`src/rtl/tick_scheduler.sv`:
```
// Tick scheduler: four clkdiv-bit edge detectors producing one-cycle enable
// strobes, gated by a small run/pause/single-step FSM, with a game-step counter.
module tick_scheduler #(
    parameter int unsigned CNT_W    = 16,
    parameter int unsigned RST_SEL0 = 18,
    parameter int unsigned RST_SEL1 = 20,
    parameter int unsigned RST_SEL2 = 22,
    parameter int unsigned RST_SEL3 = 24
) (
    input  logic             clk,
    input  logic             rst,
    input  logic [31:0]      clkdiv,
    input  logic             start,
    input  logic             pause,
    input  logic             step,
    input  logic             stop,
    input  logic             cfg_we,
    input  logic [1:0]       cfg_ch,
    input  logic [4:0]       cfg_bit,
    output logic [3:0]       tick,
    output logic [1:0]       state,
    output logic [CNT_W-1:0] step_cnt
);

    typedef enum logic [1:0] {
        StIdle   = 2'd0,
        StRun    = 2'd1,
        StPaused = 2'd2,
        StStep   = 2'd3
    } state_e;

    localparam logic [3:0][4:0] RstSel = {5'(RST_SEL3), 5'(RST_SEL2),
                                          5'(RST_SEL1), 5'(RST_SEL0)};

    state_e           state_q, state_d;
    logic [3:0][4:0]  sel_q, sel_d;
    logic [3:0]       prev_q, prev_d;
    logic [3:0]       tick_q, tick_d;
    logic [3:0]       cur, edge_raw, en;
    logic [CNT_W-1:0] cnt_q, cnt_d;

    // Sample each channel's selected divider bit and detect its rising edge
    always_comb begin
        cur = '0;
        for (int i = 0; i < 4; i++) begin
            cur[i] = clkdiv[sel_q[i]];
        end
        edge_raw = cur & ~prev_q;
    end

    // Channel reconfiguration and gated tick generation; a write masks that channel's edge
    always_comb begin
        sel_d  = sel_q;
        prev_d = cur;
        tick_d = edge_raw & en;
        if (cfg_we) begin
            sel_d[cfg_ch]  = cfg_bit;
            prev_d[cfg_ch] = clkdiv[cfg_bit];
            tick_d[cfg_ch] = 1'b0;
        end
    end

    // FSM state register
    always_ff @(posedge clk) begin
        if (!rst) begin
            state_q <= StIdle;
        end else begin
            state_q <= state_d;
        end
    end

    // FSM next state; higher-priority commands mask lower ones in every state
    always_comb begin
        state_d = state_q;
        case (state_q)
            StIdle: begin
                if (!stop && !pause && start) state_d = StRun;
            end
            StRun: begin
                if (stop)       state_d = StIdle;
                else if (pause) state_d = StPaused;
            end
            StPaused: begin
                if (stop)       state_d = StIdle;
                else if (pause) state_d = StPaused;
                else if (start) state_d = StRun;
                else if (step)  state_d = StStep;
            end
            StStep: begin
                if (stop)             state_d = StIdle;
                else if (pause)       state_d = StPaused;
                else if (edge_raw[1]) state_d = StPaused;
            end
            default: state_d = StIdle;
        endcase
    end

    // FSM outputs: channel enables (an aborted step gets no game ticks) and step counter
    always_comb begin
        en = 4'b0001;
        case (state_q)
            StRun:   en = 4'b1111;
            StStep:  if (!stop && !pause) en = 4'b1111;
            default: en = 4'b0001;
        endcase
        cnt_d = cnt_q;
        if (state_q == StIdle && start && !stop && !pause) begin
            cnt_d = '0;
        end else if (tick_q[1]) begin
            cnt_d = cnt_q + CNT_W'(1);
        end
    end

    // Channel and counter registers; prev resets high to mask a first-cycle edge
    always_ff @(posedge clk) begin
        if (!rst) begin
            sel_q  <= RstSel;
            prev_q <= '1;
            tick_q <= '0;
            cnt_q  <= '0;
        end else begin
            sel_q  <= sel_d;
            prev_q <= prev_d;
            tick_q <= tick_d;
            cnt_q  <= cnt_d;
        end
    end

    assign tick     = tick_q;
    assign state    = state_q;
    assign step_cnt = cnt_q;

endmodule

```
`config.mk`:
```
export PLATFORM = sky130hd
export DESIGN_NAME = tick_scheduler
export DESIGN_NICKNAME = d
export VERILOG_FILES = /design/src/rtl/tick_scheduler.sv
export SDC_FILE = /design/constraint.sdc
export NUM_CORES = 1
export LEC_CHECK = 0
export ABC_CLOCK_PERIOD_IN_PS = 3240
export BUFFER_PORTS_ARGS = -buffer_cell sky130_fd_sc_hd__buf_2
export CAP_MARGIN = 0
export CORE_MARGIN = 2
export CORE_UTILIZATION = 60
export DETAILED_ROUTE_END_ITERATION = 8
export GPL_TIMING_DRIVEN = 0
export HOLD_SLACK_MARGIN = 0.06
export PLACE_DENSITY_LB_ADDON = 0.2
export SLEW_MARGIN = 25
export SYNTH_ARGS = -nofsm -noshare
export SYNTH_HDL_FRONTEND = slang
export SYNTH_SLANG_ARGS = --single-unit
```
`constraint.sdc`:
```
create_clock -name clk -period 3.24 [get_ports clk]
set_input_delay 0.648 -clock clk [delete_from_list [all_inputs] [get_ports clk]]
set_output_delay 0.648 -clock clk [all_outputs]
set_load 0.1 [all_outputs]
```
==> results by group, run 1 <==
Clock network
  – Post-CTS clock slew at the launch and capture registers of the worst setup and hold paths: 0.08 ns
  – Post-CTS Hold Buffers: 0
  – Clock tree from TritonCTS: built
  – Resized cells post-CTS: 0
  – Buffers inserted during post-CTS setup optimization: 0
  – Clock latency at the later pin of the worst-skew pair: 0.30 ns
  – CTS H-tree lvls: 2
  – Max Root-Sink Buffers: 2
  – Sink count of the clock tree: 46
  – Root Buffer: clkbuf_8
  – Clock buffers created by TritonCTS: 5

Layout
  – Fin nets: 518
  – Layout overhead on the synthesized area: 15.2%
  – Number of antenna repair diodes: 0
  – Register area: 921 um2
  – Fraction of final layout cells sized beyond drive strength 1: 19.5%
  – Area taken by multi-input logic gates: 2280 um2
  – FILL cells: 506

Timing
  – Timing-limited maximum frequency: 0.478 GHz
  – Setup Skew: 0.00538 ns
  – Pin slew with the least headroom to its limit: 0.487 ns
  – Count of final hold-check violations: 0
  – Final-layout worst hold slack: 0.398 ns
  – Crit path setup slack, layout: 1.15 ns
  – Max-slew violation count: 0
  – Period utilisation layout: 64.5%
  – Post-layout min period: 2.09 ns
  – Max-slew headroom: 67.3%
  – Final setup violation count: 0
  – RSZ-0062 raised after global routing: false
  – Final setup TNS: 0 ns

Pwr
  – Sw Share: 30.3%
  – Static Leak: 1.77 nW
  – Total power density per cell area: 316 nW/um2
  – Net switching power: 372 uW
  – Worst IR Drop VDD: 0.285 mV
  – Flop pwr share: 48.8%
  – Internal power: 855 uW
  – Combinational fraction of design power: 23.3%
  – Share of power burned in the clock network: 27.8%

Die
  – Initial cell density of the core: 61.6%
  – Die H: 79.0 um
  – X dimension of the die: 79.0 um
  – Area of the core region: 5470 um2
  – Rows: 27
  – Top-Level Pins: 68
  – Die area: 6240 um2

Global route
  – Overall global routing resource usage: 29.4%
  – Wire length of the first global-routing pass: 14.5 mm
  – Pin count of the biggest net entering global routing: 15
  – Global routing usage on met3: 6.36%
  – Number of antenna violations at the first check in global routing: 0
  – Vias in the first global route: 2965
  – GR Layer Usage met1: 41.2%
  – Global routing's busiest layer: met2
  – Grt met2 use: 45.8%
  – Overflow after GRT: 0

Route
  – Via-per-instance ratio: 5.93
  – Routed Antenna Nets: 0
  – Initial DRT Pass Iterations: 5
  – Via count: 3226
  – Mean routed wirelength per cell: 16.3 um
  – Total Wirelength: 8.84 mm
  – Number of remaining DRC errors: 0
  – Initial DRC count: 245

Place
  – Worst slack, placed: 0.885 ns
  – Detailed placement HPWL: 7.01 mm
  – Placer Congestion: 0.957
  – Number of buffers added on ports: 67

Run
  – Count of maximum capacitance violations: 0

Logic synthesis
  – Number of cells produced by synthesis: 397
  – Sequential-to-total area share from yosys stat: 27.3%
  – Top FF cell, synth: dfxtp_1
  – Area leader, netlist: dfxtp_1
  – Post-synthesis async set-or-reset flop share: 0%
  – Post-synthesis instance area: 3370 um2
  – Biggest area contributors in the synthesized netlist: dfxtp_1 (27%), mux2i_1 (26%), nand2_1 (6.0%)
  – Average instance area after synthesis: 8.49 um2
  – Leading cell types by count after synthesis: mux2i_1 (89), nand2_1 (54), dfxtp_1 (46)
  – Most common cell in the netlist: mux2i_1
  – YS warnings: 0
  – Seq cells post-synth: 46
  – Fraction of post-synthesis cell area in the top cell type by area: 27.3%
  – Synthesized netlist net count: 444
  – Post-synth EDFFs: 0
  – Distinct cell type count of the synthesized netlist: 45

Critical path
  – Arr. time, crit path: 2.29 ns
  – Reg-to-reg critical path startpoint: sel_q[11]
  – Sort of element at the start of the critical path: input port
  – Required arrival time at the worst endpoint: 3.44 ns
  – Critical Path Sink: prev_q[3]
  – R2R cell count: 8
  – CP Class: input port to flop
  – Critical path capture point type: flop
  – Critical path peak fanout: 10
  – Slack of the worst reg-to-reg path: 1.40 ns
  – Endpoint of the worst-slack reg-to-reg timing path: prev_q[2]
  – Critical path origin: cfg_bit[0]

Min path
  – Hold WC Path Type: flop to flop
  – Hold path cells: 1

Run status
  – Run status: completed
[power by group through the flow]
stage          combinational [mW]  sequential [mW]  clock [mW]
2_1_floorplan               0.173            0.616           0
3_3_place_gp                0.275            0.610           0
3_5_place_dp                0.281            0.611           0
4_1_cts                     0.282            0.598       0.354
5_1_grt                     0.311            0.601       0.372
6_report                    0.286            0.599       0.342
[sequential cells by signal, summed over array words and instances, names as in the netlist]
| register | cells |
|---|---|
| state | 2 |
| sel_q | 20 |
| prev_q | 4 |
| tick | 4 |
| step_cnt | 16 |
[stage by stage]
| stage | util (%) | cell area [um2] | instances | power (mW) |
|---|---|---|---|---|
| 4_1_cts | 71.0 | 3880 | 544 | 1.23 |
| 3_3_place_gp | 69.4 | 3800 | 536 | 0.886 |
| 2_1_floorplan | - | 3370 | 397 | 0.789 |
| 3_5_place_dp | 69.4 | 3800 | 536 | 0.892 |
| 5_1_grt | 71.0 | 3880 | 544 | 1.28 |
| 6_report | 71.0 | 3880 | 544 | 1.23 |
[cell usage in the layout, fill, tap and decap left out, types with 5 or more instances in the layout]
cell type   n
dfxtp_1    46
clkbuf_8    5
nand4_1     7
a22oi_1    20
nor2b_1    16
buf_6       8
xor2_1     10
a21oi_1    14
nand2_1    54
clkbuf_1    5
a311oi_1    7
mux2i_1    89
a21boi_0    6
nor2_1     25
o21ai_0     7
nand3_1    26
buf_2      70
inv_1       5
[metal layers]
layer,vias to the layer above,share of wire [%]
li1,1612,-
met4,0,1.1
met3,11,8.7
met1,1464,46
met2,139,44
met5,-,0
[how the worst min path moves through the flow]
stage / startpoint / endpoint / slack, ns
global placement: prev_q[0] / tick[0] / 0.39
finish: prev_q[2] / tick[2] / 0.40
detailed placement: prev_q[0] / tick[0] / 0.39
global route: prev_q[0] / tick[0] / 0.41
CTS: prev_q[2] / tick[2] / 0.40
floorplan: prev_q[0] / tick[0] / 0.37
[critical path, stage by stage]
cell     delay, ns
buf_2         0.10
buf_2         0.18
nor2_1        0.28
a22oi_1       0.17
and3_1        0.20
a31oi_1       0.17
nand4_1       0.26
o22a_1        0.28
[area by class of cell]
cell class	count	share of cell area, %
Multi-Input combinational cell	328	58.7
Sequential cell	46	23.7
Timing Repair Buffer	67	8.63
Buffer	18	3.96
Tap cell	72	2.32
Clock buffer	6	1.87
Inverter	5	0.483
Clock inverter	2	0.354
[logic make-up after synthesis]
kind of cell    Yosys count  share of synthesized area [%]
mux                      89                           26.4
xor+xnor                 11                           2.86
compound gates           69                           14.2
fa+ha+maj                 1                          0.371
flops                    46                           27.3
buf+inv                  23                           5.12
simple gates            158                           23.7
Power figures use the tool's default switching activity.
==> inputs of run 2 (changes only) <==
ABC_AREA = 1   (was default)
ABC_CLOCK_PERIOD_IN_PS = 2200   (was 3240)
CORE_UTILIZATION = 56   (was 60)
clock period = 2.2 ns   (was 3.24 ns; I/O delays follow)
==> run 2 against run 1 <==
Utilization fell by 4.5 points. Count of clock-buffer cells in the layout did not move. Non-clock buffer count rose by 6. Critical path depth rose by 6. Synthesized cell count rose by 40%. Combinational power rose by 140%. Highest routed layer unchanged.
==> results by group, run 2 <==
Run status
  – Run status: completed

Pwr
  – Combinational fraction of design power: 32.0% (+8.7 points)
  – Share of power burned in the clock network: 25.4% (-2.4 points)
  – Static Leak: 1.79 nW (+1.2%)
  – Sw Share: 37.7% (+7.4 points)
  – Worst IR Drop VDD: 0.763 mV (+170%)
  – Flop pwr share: 42.6% (-6.2 points)
  – Tot Pwr: 2.13 mW (+74%)
  – Total power density per cell area: 545 nW/um2 (+73%)
  – Internal power: 1.33 mW (+55%)
  – Net switching power: 805 uW (+120%)

Global route
  – Vias in the first global route: 3650 (+23%)
  – Number of antenna violations at the first check in global routing: 0 (unchanged)
  – Overall global routing resource usage: 32.8% (+3.3 points)
  – Pin count of the biggest net entering global routing: 15 (unchanged)
  – Wire length of the first global-routing pass: 17.1 mm (+18%)
  – Overflow after GRT: 0 (unchanged)

Route
  – Total Wirelength: 10.7 mm (+21%)
  – Initial DRC count: 366 (+49%)
  – Routed Antenna Nets: 0 (unchanged)
  – Via count: 4216 (+31%)
  – Number of remaining DRC errors: 0 (unchanged)
  – Mean routed wirelength per cell: 15.2 um (-6.4%)
  – Via-per-instance ratio: 6.00 (+1.1%)
  – Initial DRT Pass Iterations: 6 (+1)

Die
  – Die area: 6710 um2 (+7.7%)
  – Die H: 81.9 um (+3.8%)
  – Rows: 28 (+3.7%)
  – Initial cell density of the core: 57.8% (-3.8 points)
  – Area of the core region: 5890 um2 (+7.5%)
  – Top-Level Pins: 68 (unchanged)
  – X dimension of the die: 81.9 um (+3.8%)

Clock network
  – Resized cells post-CTS: 0 (unchanged)
  – Sink count of the clock tree: 46 (unchanged)
  – Root Buffer: clkbuf_8
  – Clock latency at the later pin of the worst-skew pair: 0.30 ns (about the same)
  – Buffers inserted during post-CTS setup optimization: 0 (unchanged)
  – CTS H-tree lvls: 2 (unchanged)
  – Clock tree from TritonCTS: built
  – Post-CTS clock slew at the launch and capture registers of the worst setup and hold paths: 0.08 ns (about the same)
  – Clock buffers created by TritonCTS: 5 (unchanged)
  – Post-CTS Hold Buffers: 0 (unchanged)
  – Max Root-Sink Buffers: 2 (unchanged)

Layout
  – Layout overhead on the synthesized area: 15.0%
  – Fraction of final layout cells sized beyond drive strength 1: 17.7% (-1.8 points)
  – Final instance count without filler cells: 703 (+29%)
  – Most frequent cells in the layout: nand2_1 (109), nor2_1 (85), buf_2 (79)
  – Number of antenna repair diodes: 0 (unchanged)
  – Number of flip-flops in the largest register: 20 (unchanged)
  – Most common cell after layout, fill and taps aside: nand2_1
  – Register with the most flip-flops: sel_q
  – Fin nets: 674 (+30%)

Critical path
  – R2R cell count: 14 (+6)
  – Critical path capture point type: flop
  – Reg-to-reg critical path startpoint: sel_q[5]
  – Arr. time, crit path: 1.91 ns (-0.38 ns)
  – Critical path peak fanout: 10 (unchanged)
  – Slack of the worst reg-to-reg path: 0.49 ns (-0.91 ns)
  – Required arrival time at the worst endpoint: 2.41 ns (-1.03 ns)
  – Sort of element at the start of the critical path: flop
  – Endpoint of the worst-slack reg-to-reg timing path: state[1]
  – CP Class: flop to flop

Timing
  – Setup Skew: 0.00638 ns (+0.000994 ns)
  – Post-layout min period: 1.71 ns
  – RSZ-0062 raised after global routing: false
  – Count of final hold-check violations: 0 (unchanged)
  – Max-slew headroom: 65.7% (-1.6 points)
  – Period utilisation layout: 77.6%
  – Final setup violation count: 0 (unchanged)
  – Final setup TNS: 0 ns (unchanged)
  – Timing-limited maximum frequency: 0.586 GHz
  – Max-slew violation count: 0 (unchanged)
  – Pin slew with the least headroom to its limit: 0.512 ns (+0.0255 ns)

Logic synthesis
  – Seq cells post-synth: 46 (unchanged)
  – Distinct cell type count of the synthesized netlist: 40 (-11%)
  – Post-synthesis instance area: 3400 um2 (+0.85%)
  – Fraction of post-synthesis cell area in the top cell type by area: 27.1% (-0.23 points)
  – Post-synth EDFFs: 0 (unchanged)
  – Top FF cell, synth: dfxtp_1
  – Average instance area after synthesis: 6.12 um2 (-28%)
  – Most common cell in the netlist: nand2_1
  – Number of cells produced by synthesis: 556 (+40%)
  – Leading cell types by count after synthesis: nand2_1 (109), nor2_1 (85), o21ai_0 (67)
  – Synthesized netlist net count: 603 (+36%)
  – Sequential-to-total area share from yosys stat: 27.1% (-0.23 points)
  – Biggest area contributors in the synthesized netlist: dfxtp_1 (27%), nand2_1 (12%), o21ai_0 (9.9%)
  – YS warnings: 0 (unchanged)
  – Area leader, netlist: dfxtp_1
  – Post-synthesis async set-or-reset flop share: 0% (unchanged)

Min path
  – Worst Hold Launch: prev_q[0]
  – Worst hold endpoint: tick[0]
  – Hold path cells: 2 (+1)
  – Hold WC Path Type: flop to flop

Place
  – Number of buffers added on ports: 64 (-4.5%)
  – Number of placed instances, taps included: 695 (+30%)
  – Detailed placement HPWL: 8.31 mm (+18%)
  – Placer Congestion: 0.932 (-2.7%)

Run
  – Count of maximum capacitance violations: 0 (unchanged)
[run 2: layout make-up]
cell class                      count  area [um2]
Clock inverter                      2        12.5
Fill cell                         550        1970
Multi-Input combinational cell    427        2120
Timing Repair Buffer               64         320
Buffer                             27         144
Tap cell                           75        93.8
Inverter                           56         215
Sequential cell                    46         922
Clock buffer                        6        82.6
[run 2: worst max-delay path by stage]
stage / start / endpoint / slack, ns / cells after the start
after global placement: cfg_bit[0] / prev_q[2] / 0.34 / 10
after global routing: sel_q[5] / state[0] / 0.32 / 15
after CTS: sel_q[5] / state[1] / 0.52 / 14
after floorplan: step_cnt[1] / step_cnt[12] / 0.002 / 8
after detailed placement: cfg_bit[0] / prev_q[2] / 0.33 / 10
final: sel_q[5] / state[1] / 0.49 / 14
[run 2: per-layer routing]
| layer | track usage (%) | vias up | routed length, um |
|---|---|---|---|
| li1 | - | 2028 | - |
| met1 | 43.7 | 1887 | 4380 |
| met2 | 52.0 | 266 | 4730 |
| met3 | 6.81 | 35 | 1290 |
| met4 | 12.2 | 0 | 291 |
| met5 | 0 | - | 0 |
[run 2: logic make-up (layout without fill, tap and decap cells)]
| family | after synthesis | in the layout | synth area share [%] |
|---|---|---|---|
| flops | 46 | 46 | 27.1 |
| compound gates | 158 | 158 | 27.1 |
| fa+ha+maj | 1 | 1 | 0.368 |
| simple gates | 266 | 266 | 34.4 |
| buf+inv | 83 | 155 | 10.6 |
| xor+xnor | 2 | 2 | 0.515 |
[run 2: per-stage QoR]
stage | setup slack [ns] | utilization [%] | hold WS [ns] | instance area, um2
final | 0.494 | 66.5 | 0.466 | 3910
after floorplan | 0.00185 | - | 0.443 | 3400
after global placement | 0.343 | 64.8 | 0.454 | 3820
after detailed placement | 0.333 | 64.8 | 0.463 | 3820
after global routing | 0.315 | 66.5 | 0.474 | 3910
after CTS | 0.523 | 66.5 | 0.475 | 3910
[run 2: power groups by stage]
stage	logic [mW]	clock network (mW)	registers [mW]
after floorplan	0.359	0	1.03
after global placement	0.649	0	0.925
after detailed placement	0.663	0	0.927
after CTS	0.665	0.547	0.907
after global routing	0.749	0.581	0.914
final	0.682	0.542	0.909
[run 2: critical path: stages (launching register included)]
cell and delay, ns:
dfxtp_1 0.32, buf_6 0.14, inv_6 0.08, buf_6 0.13
nand2_1 0.06, nand3_1 0.06, nand3_1 0.07, nand2_1 0.07
nand2_1 0.06, nand3_1 0.09, nand3_1 0.17, nand2_1 0.10
nand2_1 0.08, o21ai_1 0.14, inv_1 0.05
==> inputs of run 3 (changes only) <==
ABC_CLOCK_PERIOD_IN_PS = 1700   (was 2200)
clock period = 1.7 ns   (was 2.2 ns; I/O delays follow)
==> run 3 against run 2 <==
Global-route usage rose by 0.099 points. Clock skew increased by 0.0016 ns. Non-clock buffer count increased by 7. Die area stayed put. Largest cell class unchanged. Highest routed layer unchanged.
==> results by group, run 3 (same netlist as run 2, synthesis figures left out) <==
Run status
  – Run status: completed

Timing
  – Max-slew violation count: 0 (unchanged)
  – Post-layout min period: 1.69 ns (-0.0134 ns)
  – RSZ-0062 raised after global routing: true
  – Final setup TNS: 0 ns (unchanged)
  – Timing-limited maximum frequency: 0.591 GHz (+0.79%)
  – Pin slew with the least headroom to its limit: 0.526 ns (+0.0134 ns)
  – Count of final hold-check violations: 0 (unchanged)
  – Final setup violation count: 0 (unchanged)
  – Period utilisation layout: 99.6% (+22 points)
  – Setup Skew: 0.00796 ns (+0.00159 ns)
  – Max-slew headroom: 65.0% (-0.71 points)

Layout
  – Final standard cell utilization of the core: 71.6% (+5.2 points)
  – Fin nets: 681 (+1.0%)
  – Register with the most flip-flops: sel_q
  – Final instance count without filler cells: 710 (+1.0%)
  – Number of flip-flops in the largest register: 20 (unchanged)
  – Layout overhead on the synthesized area: 24.0%
  – Most common cell after layout, fill and taps aside: nand2_1
  – Number of antenna repair diodes: 0 (unchanged)
  – Most frequent cells in the layout: nand2_1 (93), nor2_1 (84), buf_2 (74)
  – Fraction of final layout cells sized beyond drive strength 1: 27.1% (+9.4 points)
  – Final cell area excluding filler cells: 4220 um2 (+7.8%)
  – FILL cells: 508 (-7.6%)

Pwr
  – Total power density per cell area: 701 nW/um2 (+28%)
  – Static Leak: 1.89 nW (+5.6%)
  – Worst IR Drop VDD: 0.749 mV (-1.9%)
  – Tot Pwr: 2.95 mW (+38%)

Route
  – Initial DRT Pass Iterations: 5 (-1)
  – Via-per-instance ratio: 5.91 (-1.4%)
  – Routed Antenna Nets: 0 (unchanged)
  – Number of remaining DRC errors: 0 (unchanged)
  – Total Wirelength: 11.4 mm (+6.9%)
  – Initial DRC count: 313 (-14%)
  – Via count: 4197 (-0.45%)
  – Mean routed wirelength per cell: 16.1 um (+5.9%)

Die
  – Initial cell density of the core: 57.8% (unchanged)
  – Die H: 81.9 um (unchanged)
  – Area of the core region: 5890 um2 (unchanged)
  – Top-Level Pins: 68 (unchanged)
  – Die area: 6710 um2 (unchanged)
  – Rows: 28 (unchanged)
  – X dimension of the die: 81.9 um (unchanged)

Critical path
  – Critical path capture point type: flop
  – CP Class: flop to flop
  – Cell type of the slowest stage on the worst timing path: dfxtp_2
  – Largest stage delay on the critical path: 0.34 ns (+0.02 ns)
  – Sort of element at the start of the critical path: flop
  – Critical path origin: sel_q[5]
  – Arr. time, crit path: 1.89 ns (-0.02 ns)
  – Reg-to-reg critical path startpoint: sel_q[5]
  – Critical path peak fanout: 5 (-5)
  – Cell type group with the largest total delay on the critical path: simple AND/OR/NAND/NOR gates
  – Count of buffer and inverter cells on the critical path: 3 (-1)
  – Required arrival time at the worst endpoint: 1.90 ns (-0.51 ns)
  – Cells traversed along the worst timing path: buf_6 > clkinv_8 > buf_8 > nand2_2 > nand3_2 > nand3_2 > nand2_1 > nand2_1 > nand3_2 > nand3_4 > nand2_2 > nand2_4 > nand2_2 > nand2_1 > nor2_1

Global route
  – Vias in the first global route: 3689 (+1.1%)
  – Number of antenna violations at the first check in global routing: 0 (unchanged)
  – Overflow after GRT: 0 (unchanged)
  – Wire length of the first global-routing pass: 17.3 mm (+0.65%)
  – Overall global routing resource usage: 32.9% (+0.099 points)
  – Pin count of the biggest net entering global routing: 14 (-1)

Place
  – Detailed placement HPWL: 8.49 mm (+2.1%)
  – Placer Congestion: 1.02 (+9.1%)
  – Number of placed instances, taps included: 695 (unchanged)
  – Number of buffers added on ports: 64 (unchanged)
  – Post-placement cell area: 3850 um2 (+0.92%)

Clock network
  – Clock buffers created by TritonCTS: 5 (unchanged)
  – Post-CTS clock slew at the launch and capture registers of the worst setup and hold paths: 0.08 ns (about the same)
  – Root Buffer: clkbuf_8
  – Clock latency at the later pin of the worst-skew pair: 0.29 ns (about the same)
  – Clock tree from TritonCTS: built
  – Sink count of the clock tree: 46 (unchanged)
  – Max Root-Sink Buffers: 2 (unchanged)
  – Post-CTS Hold Buffers: 0 (unchanged)
  – CTS H-tree lvls: 2 (unchanged)

Min path
  – Hold WC Path Type: input port to flop
  – Worst Hold Launch: stop

Run
  – Count of maximum capacitance violations: 0 (unchanged)
-- run 3: worst paths after layout --
check / slack, ns / to / cells past startpoint
worst max-delay path: 0.007 / state[0] / 15
worst min-delay path: 0.38 / state[1] / 4
worst max register to register: 0.007 / state[0] / 15
worst min register to register: 0.47 / step_cnt[15] / 2
-- run 3: per-layer routing --
| layer | up-vias | track usage, % | part of all wire, % | routed length (um) |
|---|---|---|---|---|
| met2 | 233 | 52.4 | 46 | 5310 |
| met4 | 0 | 8.83 | 1.4 | 155 |
| met3 | 19 | 7.80 | 9.9 | 1130 |
| li1 | 2045 | - | - | - |
| met5 | - | 0 | 0 | 0 |
| met1 | 1900 | 44.3 | 42 | 4840 |
-- run 3: report_power, final --
| group | leakage, nW | switching (mW) | internal (mW) |
|---|---|---|---|
| clock | 0.0524 | 0.351 | 0.440 |
| sequential | 0.386 | 0.0476 | 1.13 |
| combinational | 1.45 | 0.685 | 0.301 |
-- run 3: final cells by class --
cell class / count / area [um2] / share of cell area (%)
well taps: 75 / 93.8 / 2.23
inverters: 56 / 225 / 5.34
clock inverters: 1 / 30.0 / 0.712
plain buffers: 26 / 161 / 3.83
repair buffers: 72 / 402 / 9.53
clock buffers: 7 / 76.3 / 1.81
multi-input cells: 427 / 2260 / 53.7
flip-flops and latches: 46 / 962 / 22.8
-- run 3: per-stage QoR --
step                worst slack, ns  hold WS, ns
finish                      0.00696        0.380
floorplan                   -0.0613        0.443
detailed placement          -0.0860        0.463
global placement            -0.0410        0.457
global route                 -0.111        0.382
CTS                          0.0315        0.375
-- run 3: what timing repair did --
item | CTS | global route
gates cloned | 0 | 1
gates resized for setup | 1 | 63
buffers inserted | 0 | 7
pin swaps | 0 | 17
endpoints found under the setup margin | 2 | 8
-- run 3: worst reg2reg max path, stage by stage, from the launching register on --
cell,delay [ns]
dfxtp_2,0.34
buf_6,0.13
clkinv_8,0.07
buf_8,0.13
nand2_2,0.07
nand3_2,0.08
nand3_2,0.08
nand2_1,0.06
nand2_1,0.10
nand3_2,0.13
nand3_4,0.11
nand2_2,0.07
nand2_4,0.10
nand2_2,0.05
nand2_1,0.05
nor2_1,0.04
